[src/rtl/shape_rom_burst_arbiter.sv]
// shape_rom_burst_arbiter
// Shares one registered shape ROM (one-cycle address-to-data latency) between
// NREQ sprite requesters. A granted burst streams consecutive row addresses
// into the ROM at one row per cycle. Each returned row is tagged with the owner
// ID, the row index and a last-beat flag.
// Build option: define SHAPE_ARB_FIXED_PRIO_EN for fixed priority, where the
// lowest index wins. When it is undefined (the default), arbitration is
// round-robin.
//
// Handshake: req[i] is a valid that the requester holds until it is accepted.
// gnt[i] is the combinational ready. The burst transfers on the rising edge
// where req[i] & gnt[i]. Responses have no backpressure: every beat with
// rsp_valid high is consumed.
module shape_rom_burst_arbiter #(
    parameter int NREQ = 4,
    parameter int ROWS = 60,
    localparam int IDW = (NREQ > 1) ? $clog2(NREQ) : 1
) (
    input  logic                clk,
    input  logic                rst,
    input  logic [NREQ-1:0]     req,
    input  logic [NREQ*6-1:0]   req_start,
    input  logic [NREQ*6-1:0]   req_count,
    input  logic [NREQ*2-1:0]   req_orient,
    output logic [NREQ-1:0]     gnt,
    output logic [5:0]          rom_address,
    output logic [1:0]          rom_orientation,
    input  logic [50:0]         rom_data,
    output logic                rsp_valid,
    output logic [50:0]         rsp_data,
    output logic [IDW-1:0]      rsp_id,
    output logic [5:0]          rsp_row,
    output logic                rsp_last
);

    localparam logic [6:0] ROWS7 = 7'(ROWS);

    typedef enum logic {IDLE, BURST} state_t;

    state_t         state;
    logic [6:0]     seq7;        // start + k, seven bits so address wrap is visible
    logic [1:0]     orient;
    logic [IDW-1:0] owner;
    logic [5:0]     remaining;
    logic [IDW-1:0] rr_ptr;

    logic           slot_open;
    logic [IDW-1:0] gnt_idx;
    logic           found;
    int             idx;
    logic [5:0]     sel_start;
    logic [5:0]     sel_count;
    logic [1:0]     sel_orient;

    logic           s1_valid;
    logic           s1_last;
    logic           s1_zero;

    logic           s2_valid;
    logic [IDW-1:0] s2_owner;
    logic [5:0]     s2_row;
    logic           s2_last;
    logic           s2_zero;

    // A new burst may start when the sequencer is idle or is issuing its last row.
    assign slot_open = (state == IDLE) || (remaining == 6'd0);

    // Pick one pending requester. The search starts at rr_ptr, or at 0 in fixed mode.
    always_comb begin
        gnt     = '0;
        gnt_idx = '0;
        found   = 1'b0;
        idx     = 0;
        if (slot_open && !rst) begin
            for (int k = 0; k < NREQ; k++) begin
`ifdef SHAPE_ARB_FIXED_PRIO_EN
                idx = k;
`else
                idx = (int'(rr_ptr) + k) % NREQ;
`endif
                if (!found && req[idx]) begin
                    found        = 1'b1;
                    gnt[idx]     = 1'b1;
                    gnt_idx      = IDW'(idx);
                end
            end
        end
    end

    assign sel_start  = req_start[gnt_idx*6 +: 6];
    assign sel_count  = req_count[gnt_idx*6 +: 6];
    assign sel_orient = req_orient[gnt_idx*2 +: 2];

    // Burst sequencer: load on a grant, otherwise step through the rows, otherwise go idle.
    always_ff @(posedge clk) begin
        if (rst) begin
            state     <= IDLE;
            seq7      <= '0;
            orient    <= '0;
            owner     <= '0;
            remaining <= '0;
            rr_ptr    <= '0;
        end else if (|gnt) begin
            state     <= BURST;
            seq7      <= {1'b0, sel_start};
            orient    <= sel_orient;
            owner     <= gnt_idx;
            remaining <= (sel_count == 6'd0) ? 6'd0 : sel_count - 6'd1;
            if (gnt_idx == IDW'(NREQ - 1))
                rr_ptr <= '0;
            else
                rr_ptr <= gnt_idx + 1'b1;
        end else if (state == BURST) begin
            if (remaining != 6'd0) begin
                seq7      <= seq7 + 7'd1;
                remaining <= remaining - 6'd1;
            end else begin
                state     <= IDLE;
            end
        end
    end

    assign rom_address     = seq7[5:0];
    assign rom_orientation = orient;

    // Tag of the row currently on rom_address.
    assign s1_valid = (state == BURST);
    assign s1_last  = (remaining == 6'd0);
    assign s1_zero  = seq7[6] || ({1'b0, seq7[5:0]} >= ROWS7);

    // Delay the tag so that it meets the ROM data, then register the response beat.
    always_ff @(posedge clk) begin
        if (rst) begin
            s2_valid  <= 1'b0;
            s2_owner  <= '0;
            s2_row    <= '0;
            s2_last   <= 1'b0;
            s2_zero   <= 1'b0;
            rsp_valid <= 1'b0;
            rsp_data  <= '0;
            rsp_id    <= '0;
            rsp_row   <= '0;
            rsp_last  <= 1'b0;
        end else begin
            s2_valid  <= s1_valid;
            s2_owner  <= owner;
            s2_row    <= seq7[5:0];
            s2_last   <= s1_valid && s1_last;
            s2_zero   <= s1_zero;
            rsp_valid <= s2_valid;
            rsp_data  <= (s2_valid && !s2_zero) ? rom_data : '0;
            rsp_id    <= s2_owner;
            rsp_row   <= s2_row;
            rsp_last  <= s2_valid && s2_last;
        end
    end

endmodule

[config.mk]
export PLATFORM = sky130hd
export DESIGN_NAME = shape_rom_burst_arbiter
export DESIGN_NICKNAME = d
export VERILOG_FILES = /design/src/rtl/shape_rom_burst_arbiter.sv
export SDC_FILE = /design/constraint.sdc
export NUM_CORES = 1
export LEC_CHECK = 0
export CAP_MARGIN = 15
export CORE_AREA = 4 4 97 145
export CTS_CLUSTER_DIAMETER = 200
export DETAILED_ROUTE_END_ITERATION = 7
export DIE_AREA = 0 0 101 149
export HOLD_SLACK_MARGIN = 0.15
export PLACE_DENSITY = 0.63
export SLEW_MARGIN = 20
export SYNTH_ARGS = -nofsm -noshare
export SYNTH_HDL_FRONTEND = slang
export SYNTH_SLANG_ARGS = --single-unit
[constraint.sdc]
create_clock -name clk -period 4.3 [get_ports clk]
set_input_delay 0.43 -clock clk [delete_from_list [all_inputs] [get_ports clk]]
set_output_delay 0.43 -clock clk [all_outputs]
set_load 0.1 [all_outputs]
Word-level counts from Yosys, hierarchy flattened
Index checks and enable logic that the tools add are counted.
Word-level totals
  output and inout bits: 73
  bits in registers: 92
  word-level logic and storage cells: 126
  input port bits: 113
Cells by class
  magnitude comparators: 9
  multiply operators: 1
  reduce and logical (&&, ||, !) cells: 31
  add/subtract/negate cells: 7
  shift operators: 3
  equal/unequal tests: 1
  bitwise operators: 8
  mux-type cells: 49
Operators with widths (number)
  $shiftx A24 B6 Y6: 2
  $mux W6: 7
  $mux W4: 8
  $mux W1: 20
  $logic_not A6 Y1: 2
  $lt A3 B4 Y1 const B: 3
  $mux W2: 6
  $or A4 B4 Y4: 3
  $sub A6 B1 Y6 const B: 2
  $logic_and A1 B1 Y1: 11
  $ge A3 B1 Y1 const B: 3
  $bmux W1 S2: 4
  $demux W1 S2: 4
  $reduce_or A2 Y1: 4
  $shiftx A8 B4 Y2: 1
  $add A7 B1 Y7 const B: 1
  $ge A6 B6 Y1 const B: 1
  $reduce_bool A6 Y1: 1
  $logic_not A1 Y1: 5
  $reduce_or A5 Y1: 1
  $add A2 B1 Y2 const B: 2
  $add A2 B2 Y2 const B: 2
  $mul A2 B2 Y4 const B: 1
  $reduce_and A2 Y1: 2
  other kinds (8): 13

Depth between registers and ports, before layout
Gate-level depths: netlist of the first run.
  depth in word-level cells: 22
  gate-level depth with buffers: 17
  gate-level depth less buffers: 13

Least setup slack after synthesis of the first run
Ideal clock, no wire load.
  kind: flip-flop to flip-flop
  start: register rr_ptr[0]
  end: register orient[0], in the netlist rom_orientation[0]
  library setup time: 67 ps
  data required time: 4233 ps
  path buffers: 2
  slack: -334 ps
  clock period less this slack: 4634 ps
  arrival: 4567 ps
  stages on the path, launching flop included: 14
  path through: dfxtp_1 -> buf_2 -> inv_1 -> ha_1 -> or3b_2 -> a211o_1 -> a21oi_1 -> o21ai_0 -> a21oi_1 -> nor4_4 -> clkbuf_1 -> a311oi_1 -> a21oi_1 -> nor2_1
On the way
  word-level cells in the longest chain between the ends: 17
  elaborated cells on any way between the ends: 70
  those cells by class: add/sub: 3; order compare: 8; shift: 1; mux: 38; bitwise: 6; reduce/logical: 14
Ends and longest elaborated chain
  from (decl): RTL line 45  | logic [IDW-1:0] rr_ptr;
  from (signal assigned): RTL line 112  | rr_ptr <= gnt_idx + 1'b1;
  $add A2 B1 Y2 or $bmux W1 S2 (tied branches): RTL line 79, 81
  $reduce_or A2 Y1 (no source line) or $mux W1 (tied branches)
  $and A1 B1 Y1 (no source line) or $mux W1 (tied branches)
  $lt A3 B4 Y1 (implied by the code), or another cell as far along: RTL line 83  | gnt[idx] = 1'b1;
  $logic_and A1 B1 Y1 (implied by the code) or $logic_not A1 Y1 (tied branches): RTL line 83, 81
  $mux W1 (implied by the code) or $logic_and A1 B1 Y1 (tied branches): RTL line 83, 81
  $demux W1 S2 or $mux W1 (tied branches): RTL line 83, 81
  $or A4 B4 Y4 (no source line) or $mux W1 (tied branches)
  [2 not listed]
  $or A4 B4 Y4 (no source line) or $mux W1 (tied branches)
  $mux W4 or $mux W1 (tied branches): RTL line 81, 74
  $mux W4 or $logic_not A1 Y1 (tied branches): RTL line 74, 81
  $or A4 B4 Y4 (no source line) or $logic_and A1 B1 Y1 (tied branches)
  $mux W4 *: RTL line 81  | if (!found && req[idx]) begin
  $mux W4 *: RTL line 74  | if (slot_open && !rst) begin
  named net gnt[0]: RTL line 25  | output logic [NREQ-1:0] gnt,
  $reduce_or A4 Y1 *: RTL line 103  | end else if (|gnt) begin
  to (signal assigned): RTL line 106  | orient <= sel_orient;
  to (decl): RTL line 42  | logic [1:0] orient;
Mark *: on every way through the listed nets, which the timed path passes. The rest lies on a longest branch. The select of a mux whose other input is x is not followed.
A chain may end at the register's enable or synchronous reset.

Final worst setup path of the first run
  start: register rr_ptr[1]
  end: output gnt[0]
On the way
  word-level cells in the longest chain between the ends: 16
  elaborated cells on any way between the ends: 63
  those cells by class: add/sub: 3; order compare: 8; mux: 33; bitwise: 6; reduce/logical: 13
Ends and longest elaborated chain (RTL line)
  $add A2 B1 Y2 or $bmux W1 S2 (tied branches): 79, 81
  $reduce_or A2 Y1 (no source line) or $mux W1 (tied branches)
  $and A1 B1 Y1 (no source line) or $mux W1 (tied branches)
  $lt A3 B4 Y1 (implied by the code), or another cell as far along: 83
  $logic_and A1 B1 Y1 (implied by the code) or $logic_not A1 Y1 (tied branches): 83, 81
  $mux W1 (implied by the code) or $logic_and A1 B1 Y1 (tied branches): 83, 81
  $demux W1 S2 or $mux W1 (tied branches): 83, 81
  $or A4 B4 Y4 (no source line) or $mux W1 (tied branches)
  $mux W4 or $logic_not A1 Y1 (tied branches): 81
  $mux W4 or $logic_and A1 B1 Y1 (tied branches): 74, 81
  $or A4 B4 Y4 (no source line) or $mux W1 (tied branches)
  $mux W4 or $mux W1 (tied branches): 81, 74
  $mux W4 or $logic_not A1 Y1 (tied branches): 74, 81
  $or A4 B4 Y4 (no source line) or $logic_and A1 B1 Y1 (tied branches)
  $mux W4 *: 81
  $mux W4 *: 74
  to (decl): 25
Every way passes the cells marked *; elsewhere a longest branch is shown, timed or not. The select of a mux whose other input is x is not followed.

==> flow_metrics.py, run 1 <==
metrics = {
    "min_path": {
        "min_path_type": "flop to flop",
    },
    "place": {
        "place_worst_setup_slack_ns": 0.351,
        "port_buffers": 185,
        "routabilityCongestion": 0.861,
        "post_detailed_placement_cell_area_sq_mm": 0.00614,
        "dp_hpwl_mm": 9.55,
    },
    "global_routing": {
        "grt_antenna_before_repair": 0,
        "global_route_wire_length_before_repair_mm": 19.1,
        "global_route.overflow_total": 0,
        "grt_util_all_layers": 0.159,
        "via_count_of_the_first_global_routing_pass": 3794,
        "grt_start_max_net_pins": 52,
    },
    "floorplan": {
        "die_height_microns": 149,
        "initial_core_util": 0.323,
        "die_width_microns": 101,
        "die_area_sq_mm": 0.0150,
        "core_area_sq_mm": 0.0128,
        "floorplan.rows": 51,
        "io_pins": 186,
    },
    "sta": {
        "clock_skew_ns": 0.00715,
        "max-slew-margin-rel": 0.312,
        "report.final.setup_viol": 0,
        "setup_ws_post_layout_ns": 0.586,
        "tightestPinTransition_ns": 1.03,
        "timing.fmax_mhz": 269,
        "finalHoldViolCount": 0,
        "timing.final.crit_share": 0.864,
        "timing_max_transition_violations_final": 0,
        "fin_crit_ns": 3.71,
        "fin_setup_tns_ns": 0,
        "unrepaired_setup_endpoints_after_global_routing": "no",
    },
    "route": {
        "drt_iter0_drc": 136,
        "avgRoutedWirePerCell_microns": 15.7,
        "post-route-drc-count": 0,
        "post_drt_via_cell_ratio": 4.77,
        "drt_pre_antenna_iters": 4,
        "wirelength_mm": 12.2,
        "detailroute.via_count": 3700,
        "final_antenna_net_count": 0,
    },
    "pwr": {
        "p_leak_uw": 0.00251,
        "total_switching_power_uw": 1820,
        "pwr-share-seq": 0.259,
        "swShare": 0.445,
        "cellInternalPower_uw": 2270,
        "total_power_uw": 4090,
        "vdd_drop_max_mv": 0.429,
        "power.density_cell_area_mw_per_mm2": 633,
        "clock_group_share_of_total_power": 0.196,
        "power.share.combinational": 0.545,
    },
    "synth": {
        "post_synth_inst_count": 441,
        "syn_avg_cell_area_sq_um": 9.38,
        "synth_sequential_area_ratio": 0.445,
        "post_synth_num_cell_types": 56,
        "synthDominantAreaCellType": "sky130_fd_sc_hd__dfxtp_1",
        "ys_ff_latch": 92,
        "syn-cell-area_sq_mm": 0.00414,
        "yosysTopAreaCellShare": 0.445,
        "ys_top_cells_by_area": "sky130_fd_sc_hd__dfxtp_1 45%, sky130_fd_sc_hd__and2_1 8.5%, sky130_fd_sc_hd__nand2_1 4.1%, sky130_fd_sc_hd__ha_1 3.6%, sky130_fd_sc_hd__a21oi_1 3.0%",
        "ys_warn_count": 0,
        "syn_nets": 566,
        "edff_count_synth": 0,
        "synth_async_sr_flop_share": 0,
        "ys.flop_type": "sky130_fd_sc_hd__dfxtp_1",
    },
    "cts": {
        "htreeDepth": 3,
        "tritoncts": "built",
        "clock_tree.root_cell": "sky130_fd_sc_hd__clkbuf_16",
        "cts_buffer_depth": 2,
        "worst_skew_pair.late_latency_ns": 0.33,
        "cts.reportedPaths.clkPinSlew_ns": 0.06,
        "clock_sinks": 92,
        "hold_buffers": 0,
        "cts_buffer_count": 9,
    },
    "critical_path": {
        "critPathCapture": "gnt[0]",
        "cp.required_ns": 3.87,
        "crit_start": "rr_ptr[1]$_SDFFE_PP0N_",
        "regToRegSetupSlack_ns": 0.62,
        "rr_startpoint": "rr_ptr[1]$_SDFFE_PP0N_",
        "rr_endpoint": "remaining[3]$_SDFFE_PP0P_",
        "reg2regPathDepth": 12,
        "critPathCaptureType": "output port",
        "timing_worst_setup_path_type": "flop to output port",
        "critical_path_arrival_ns": 3.28,
        "cp-start-kind": "flop",
        "crit_path_max_fanout": 12,
    },
    "outcome": {
        "outcome": "completed",
    },
    "finish": {
        "proportion_of_layout_cells_with_a_drive_suffix_above_1": 0.0972,
        "design_area_sq_mm": 0.00645,
        "antenna_fix_cells": 0,
        "final_core_utilization": 0.503,
        "fin_nets": 737,
        "flow.area_growth_from_synthesis_pct": 56.0,
    },
    "job": {
        "maximum_capacitance_violations": 0,
    },
}
## cells in the mapped netlist (3+ instances only)
| library cell | n |
|---|---|
| sky130_fd_sc_hd__a22o_1 | 4 |
| sky130_fd_sc_hd__and3_1 | 4 |
| sky130_fd_sc_hd__mux2_2 | 3 |
| sky130_fd_sc_hd__xor2_1 | 7 |
| sky130_fd_sc_hd__ha_1 | 12 |
| sky130_fd_sc_hd__or3b_2 | 4 |
| sky130_fd_sc_hd__a22oi_1 | 4 |
| sky130_fd_sc_hd__nor2b_1 | 20 |
| sky130_fd_sc_hd__nor3_1 | 4 |
| sky130_fd_sc_hd__mux4_2 | 5 |
| sky130_fd_sc_hd__nand4_1 | 4 |
| sky130_fd_sc_hd__a21oi_1 | 25 |
| sky130_fd_sc_hd__o21a_1 | 4 |
| sky130_fd_sc_hd__mux2i_1 | 11 |
| sky130_fd_sc_hd__nand2_1 | 45 |
| sky130_fd_sc_hd__a311oi_1 | 4 |
| sky130_fd_sc_hd__nand3b_1 | 7 |
| sky130_fd_sc_hd__a211o_1 | 3 |
| sky130_fd_sc_hd__nand3_1 | 11 |
| sky130_fd_sc_hd__dfxtp_1 | 92 |
| sky130_fd_sc_hd__clkbuf_1 | 18 |
| sky130_fd_sc_hd__nor2_1 | 15 |
| sky130_fd_sc_hd__a211oi_1 | 11 |
| sky130_fd_sc_hd__buf_2 | 6 |
| sky130_fd_sc_hd__buf_4 | 8 |
| sky130_fd_sc_hd__o21ai_0 | 7 |
| sky130_fd_sc_hd__inv_1 | 9 |
| sky130_fd_sc_hd__xnor2_1 | 4 |
| sky130_fd_sc_hd__nor3b_1 | 3 |
| sky130_fd_sc_hd__and2_1 | 56 |
## power groups by stage
stage / combinational [uW] / clock [uW] / sequential [uW]
6_report: 2230 / 801 / 1060
5_1_grt: 2400 / 859 / 1080
4_1_cts: 2230 / 827 / 1060
3_5_place_dp: 2220 / 0 / 1080
3_3_place_gp: 2190 / 0 / 1070
2_1_floorplan: 1360 / 0 / 1390
## metrics by stage
stage                     cells  hold WS (ns)
after global routing        776         0.449
after detailed placement    760         0.423
final                       776         0.432
after floorplan             441         0.406
after CTS                   776         0.438
after global placement      760         0.411
## kinds of logic after synthesis
group | Yosys count | synth area share
flip-flops | 92 | 0.445
buffers and inverters | 44 | 0.0508
adder cells (fa/ha/maj) | 12 | 0.0363
AND/OR/NAND/NOR | 186 | 0.253
multiplexers | 19 | 0.0620
AO/OA/AOI/OAI | 77 | 0.129
XOR/XNOR | 11 | 0.0233
## area by class of cell
class                   count  area [sq um]
well taps                 159           199
multi-input cells         305          2100
inverters                  10          37.5
repair buffers            194          1960
fillers                  1184          6370
clock inverters             5          58.8
flip-flops and latches     92          1840
clock buffers              11           253
## cells in the final DEF, fill, tap and decap left out, types with 5 or more instances in the layout
master,Yosys,layout
sky130_fd_sc_hd__buf_4,8,9
sky130_fd_sc_hd__a21oi_1,25,21
sky130_fd_sc_hd__xor2_1,7,7
sky130_fd_sc_hd__nand3b_1,7,7
sky130_fd_sc_hd__mux2i_1,11,11
sky130_fd_sc_hd__clkdlybuf4s50_1,0,181
sky130_fd_sc_hd__mux4_2,5,5
sky130_fd_sc_hd__nand2_1,45,45
sky130_fd_sc_hd__inv_1,9,9
sky130_fd_sc_hd__o21ai_0,7,7
sky130_fd_sc_hd__nand3_1,11,11
sky130_fd_sc_hd__dfxtp_1,92,91
sky130_fd_sc_hd__clkbuf_16,0,9
sky130_fd_sc_hd__ha_1,12,12
sky130_fd_sc_hd__nor2_1,15,15
sky130_fd_sc_hd__nor2b_1,20,19
sky130_fd_sc_hd__and2_1,56,55
sky130_fd_sc_hd__a211oi_1,11,11
## what timing repair did
action                                  4_1_cts  5_1_grt
buffers inserted                              0        0
endpoints found under the setup margin        0        1
resized for setup                             0        2
## worst min-delay path by stage
stage	from	endpoint	cells after the start
2_1_floorplan	s2_last$_SDFF_PP0_	rsp_last$_SDFF_PP0_	1
3_3_place_gp	s2_last$_SDFF_PP0_	rsp_last$_SDFF_PP0_	1
3_5_place_dp	s2_last$_SDFF_PP0_	rsp_last$_SDFF_PP0_	1
4_1_cts	s2_last$_SDFF_PP0_	rsp_last$_SDFF_PP0_	1
5_1_grt	s2_last$_SDFF_PP0_	rsp_last$_SDFF_PP0_	1
6_report	s2_last$_SDFF_PP0_	rsp_last$_SDFF_PP0_	1
## worst max-delay path, stage by stage, from the launching register on
cell and delay [ns]:
sky130_fd_sc_hd__dfxtp_2 0.43, sky130_fd_sc_hd__inv_1 0.15, sky130_fd_sc_hd__ha_1 0.34, sky130_fd_sc_hd__buf_4 0.19, sky130_fd_sc_hd__or3b_2 0.47, sky130_fd_sc_hd__a211o_1 0.31, sky130_fd_sc_hd__a21oi_1 0.30, sky130_fd_sc_hd__o21ai_0 0.22
sky130_fd_sc_hd__a21oi_2 0.32, sky130_fd_sc_hd__buf_12 0.22
## layer usage
metal | track usage | vias to the layer above | share of wire
li1 | - | 1842 | -
met1 | 0.179 | 1679 | 0.40
met2 | 0.285 | 159 | 0.50
met3 | 0.0412 | 20 | 0.084
met4 | 0.0539 | 0 | 0.018
met5 | 0 | - | 0
## sequential cells by signal, indices dropped and copies added, names as in the netlist
register	cells
s2_row	6
s1_valid	1
owner	2
s2_valid	1
rsp_last	1
s2_owner	2
rom_orientation	2
remaining	6
s2_zero	1
rsp_valid	1
seq7	7
rr_ptr	2
rsp_row	6
rsp_data	51
s2_last	1
rsp_id	2
Power figures use the tool's default switching activity.
==> inputs of run 2 (changes only) <==
--- a/config.mk
+++ b/config.mk
@@ -5,13 +5,14 @@
 export SDC_FILE = /design/constraint.sdc
 export NUM_CORES = 1
 export LEC_CHECK = 0
+export ABC_AREA = 1
 export CAP_MARGIN = 15
-export CORE_AREA = 4 4 97 145
+export CORE_AREA = 4 4 98 146
 export CTS_CLUSTER_DIAMETER = 200
 export DETAILED_ROUTE_END_ITERATION = 7
-export DIE_AREA = 0 0 101 149
+export DIE_AREA = 0 0 102 150
 export HOLD_SLACK_MARGIN = 0.15
-export PLACE_DENSITY = 0.63
+export PLACE_DENSITY = 0.62
 export SLEW_MARGIN = 20
 export SYNTH_ARGS = -nofsm -noshare
 export SYNTH_HDL_FRONTEND = slang
==> run 2 against run 1 <==
Against the previous run:
- maximum frequency rose by 6.4%
- area after synthesis up 1.3%
- wire length decreased by 2.2%
- total power shrank 5.9%
- combinational power is 8% lower
- sequential cell count did not move
- critical path depth rose by 11
- non-clock buffer count fell by 7
- global-route usage shrank 0.52 points
- core utilization down 1.4 points
- critical endpoint is now remaining[5]$_SDFFE_PP0P_
- sequential power barely moved
- design area fell by 1.3%
==> flow_metrics.py, run 2 <==
metrics = {
    "global_routing": {
        "globalRoute.busiestLayer": "met2",
        "met1_routing_resource_usage_after_global_routing": 0.182,
        "grt.met2_usage": 0.263,
        "global_route.overflow_total": 0,
        "grt_antenna_before_repair": 0,
        "grt_start_max_net_pins": 52,
        "global_route_track_usage_on_met3": 0.0387,
        "global_route_wire_length_before_repair_mm": 18.8,
        "via_count_of_the_first_global_routing_pass": 4049,
        "grt_util_all_layers": 0.153,
    },
    "place": {
        "routabilityCongestion": 0.880,
        "place_worst_setup_slack_ns": 0.839,
        "port_buffers": 185,
        "post_detailed_placement_cell_area_sq_mm": 0.00609,
        "dp_hpwl_mm": 9.69,
    },
    "finish": {
        "largest_register_ffs": 51,
        "most_frequent_standard_cell_in_the_layout_excluding_fill_and_tap_cells": "sky130_fd_sc_hd__clkdlybuf4s50_1",
        "top_regs": "rsp_data: 51 flops, seq7: 7 flops",
        "antenna_fix_cells": 0,
        "max_flop_register": "rsp_data",
        "layout_common_cells": "181 x sky130_fd_sc_hd__clkdlybuf4s50_1, 108 x sky130_fd_sc_hd__inv_1, 103 x sky130_fd_sc_hd__nor2_1, 92 x sky130_fd_sc_hd__dfxtp_1, 68 x sky130_fd_sc_hd__nand2_1",
        "fin_nets": 872,
        "proportion_of_layout_cells_with_a_drive_suffix_above_1": 0.0758,
        "flow.area_growth_from_synthesis_pct": 52.1,
        "design_area_sq_mm": 0.00637,
        "final_core_utilization": 0.490,
    },
    "critical_path": {
        "critical_path.max_stage_delay_ns": 0.56,
        "critical_path_arrival_ns": 3.71,
        "critPathCaptureType": "flop",
        "crit_path_max_fanout": 29,
        "cp.buffers_inverters": 2,
        "cpMostUsedCell": "sky130_fd_sc_hd__nand2_1",
        "cp_top_family": "simple AND/OR/NAND/NOR gates",
        "cp-start-kind": "flop",
        "cp.required_ns": 4.52,
        "critical-path-slowest-cell": "sky130_fd_sc_hd__dfxtp_1",
        "timing_worst_setup_path_type": "flop to flop",
        "path_cells": "inv_2 -> ha_1 -> inv_1 -> nand3_1 -> nand2_2 -> nor2_2 -> nand2_1 -> nand2_1 -> nand2_1 -> nand2_2 -> nand2_2 -> nand2_1 -> nand3_1 -> nand2_1 -> ha_1 -> nand3_1 -> nor2_1 -> a21oi_4 -> nand3_1 -> a21oi_1",
    },
    "route": {
        "drt_pre_antenna_iters": 5,
        "post-route-drc-count": 0,
        "avgRoutedWirePerCell_microns": 13.1,
        "detailroute.via_count": 4119,
        "final_antenna_net_count": 0,
        "post_drt_via_cell_ratio": 4.52,
        "drt_iter0_drc": 158,
        "wirelength_mm": 11.9,
    },
    "synth": {
        "syn_avg_cell_area_sq_um": 7.30,
        "edff_count_synth": 0,
        "ys.flop_type": "sky130_fd_sc_hd__dfxtp_1",
        "ys_top_cells_by_area": "sky130_fd_sc_hd__dfxtp_1 44%, sky130_fd_sc_hd__inv_1 9.7%, sky130_fd_sc_hd__nor2_1 9.2%, sky130_fd_sc_hd__nand2_1 6.1%, sky130_fd_sc_hd__o21ai_0 4.9%",
        "post-synth-top-count-cell": "sky130_fd_sc_hd__inv_1",
        "synthDominantAreaCellType": "sky130_fd_sc_hd__dfxtp_1",
        "synth_simple_gate_area_frac": 0.266,
        "synth_async_sr_flop_share": 0,
        "top_post_synthesis_cells_by_count": "108 x sky130_fd_sc_hd__inv_1, 103 x sky130_fd_sc_hd__nor2_1, 92 x sky130_fd_sc_hd__dfxtp_1",
        "syn-cell-area_sq_mm": 0.00419,
        "synth_compound_area_frac": 0.102,
        "main_combinational_cell_family_by_area_after_synthesis": "simple AND/OR/NAND/NOR gates",
        "yosys.area_share.adder": 0.0358,
        "synth_sequential_area_ratio": 0.440,
        "synth.mux.area_fraction": 0,
        "post_synth_xor_area_fraction": 0.0146,
        "ys_warn_count": 0,
        "syn_nets": 699,
        "post_synth_num_cell_types": 36,
        "post_synth_inst_count": 574,
        "yosysTopAreaCellShare": 0.440,
        "ys_ff_latch": 92,
    },
    "cts": {
        "postCtsSetupBuffers": 0,
        "cts.reportedPaths.clkPinSlew_ns": 0.07,
        "worst_skew_pair.late_latency_ns": 0.34,
        "cts_buffer_count": 9,
        "htreeDepth": 3,
        "tritoncts": "built",
        "hold_buffers": 0,
        "cts-resized-gates": 0,
        "clock_sinks": 92,
        "clock_tree.root_cell": "sky130_fd_sc_hd__clkbuf_16",
        "cts_buffer_depth": 2,
    },
    "sta": {
        "fin_setup_tns_ns": 0,
        "unrepaired_setup_endpoints_after_global_routing": "no",
        "fin_crit_ns": 3.49,
        "tightestPinTransition_ns": 1.05,
        "max-slew-margin-rel": 0.297,
        "clock_skew_ns": 0.0119,
        "setup_ws_post_layout_ns": 0.808,
        "timing.final.crit_share": 0.812,
        "finalHoldViolCount": 0,
        "report.final.setup_viol": 0,
        "timing.fmax_mhz": 286,
        "timing_max_transition_violations_final": 0,
    },
    "pwr": {
        "p_leak_uw": 0.00286,
        "pwr-share-seq": 0.271,
        "total_switching_power_uw": 1880,
        "power.share.combinational": 0.537,
        "swShare": 0.489,
        "power.density_cell_area_mw_per_mm2": 603,
        "clock_group_share_of_total_power": 0.192,
        "vdd_drop_max_mv": 0.262,
        "cellInternalPower_uw": 1970,
    },
    "floorplan": {
        "die_area_sq_mm": 0.0153,
        "core_area_sq_mm": 0.0130,
        "die_height_microns": 150,
        "io_pins": 186,
        "floorplan.rows": 51,
        "initial_core_util": 0.322,
        "die_width_microns": 102,
    },
    "outcome": {
        "outcome": "completed",
    },
    "job": {
        "maximum_capacitance_violations": 0,
    },
    "min_path": {
        "min_path_type": "flop to flop",
    },
}
run 2: worst register-to-register path: stages, from the launching register on:
cell and delay (ns):
sky130_fd_sc_hd__dfxtp_1 0.56, sky130_fd_sc_hd__inv_2 0.18, sky130_fd_sc_hd__ha_1 0.40, sky130_fd_sc_hd__inv_1 0.05
sky130_fd_sc_hd__nand3_1 0.09, sky130_fd_sc_hd__nand2_2 0.09, sky130_fd_sc_hd__nor2_2 0.18, sky130_fd_sc_hd__nand2_1 0.07
sky130_fd_sc_hd__nand2_1 0.06, sky130_fd_sc_hd__nand2_1 0.06, sky130_fd_sc_hd__nand2_2 0.22, sky130_fd_sc_hd__nand2_2 0.35
sky130_fd_sc_hd__nand2_1 0.17, sky130_fd_sc_hd__nand3_1 0.08, sky130_fd_sc_hd__nand2_1 0.14, sky130_fd_sc_hd__ha_1 0.17
sky130_fd_sc_hd__nand3_1 0.07, sky130_fd_sc_hd__nor2_1 0.18, sky130_fd_sc_hd__a21oi_4 0.10, sky130_fd_sc_hd__nand3_1 0.08
sky130_fd_sc_hd__a21oi_1 0.06
run 2: power groups by stage:
stage          clock [uW]  sequential [uW]  combinational (uW)
2_1_floorplan           0             1330                1350
3_3_place_gp            0             1060                2040
3_5_place_dp            0             1060                2060
4_1_cts               767             1040                2070
5_1_grt               805             1060                2260
6_report              737             1040                2060
run 2: stage by stage:
step                      instances  hold slack [ns]  total power, uW
after CTS                       911            0.409             3880
final                           911            0.406             3840
after global routing            911            0.418             4120
after floorplan                 574            0.388             2680
after global placement          895            0.389             3100
after detailed placement        895            0.399             3120
run 2: final timing paths:
| path | from | end | slack (ns) | depth (start not counted) |
|---|---|---|---|---|
| setup / recovery | rr_ptr[0]$_SDFFE_PP0N_ | remaining[5]$_SDFFE_PP0P_ | 0.81 | 20 |
| hold / removal | s2_row[5]$_SDFF_PP0_ | rsp_row[5]$_SDFF_PP0_ | 0.41 | 2 |
| setup reg to reg | rr_ptr[0]$_SDFFE_PP0N_ | remaining[5]$_SDFFE_PP0P_ | 0.81 | 20 |
| hold reg to reg | s2_row[5]$_SDFF_PP0_ | rsp_row[5]$_SDFF_PP0_ | 0.41 | 2 |
run 2: per-layer routing:
layer | vias up | wire, microns
met5 | - | 0
met4 | 0 | 238
met3 | 18 | 1110
met2 | 217 | 5510
met1 | 1789 | 5050
li1 | 2095 | -
run 2: cells by family (layout without fill, tap and decap cells):
kind of cell / count (synthesis) / after routing
DFF: 92 / 92
adders and majority gates: 12 / 12
xor gates and xnor gates: 7 / 7
AOI/OAI and AO/OA: 77 / 77
buffers and inverters: 141 / 319
and+or+nand+nor: 245 / 245
run 2: layout make-up:
cell class,instances,area [sq um]
clock inverter,7,60.1
multi-input combinational,341,1750
timing repair buffer,187,1860
tap,159,199
fill,1244,6650
sequential,92,1840
inverter,116,435
clock buffer,9,225
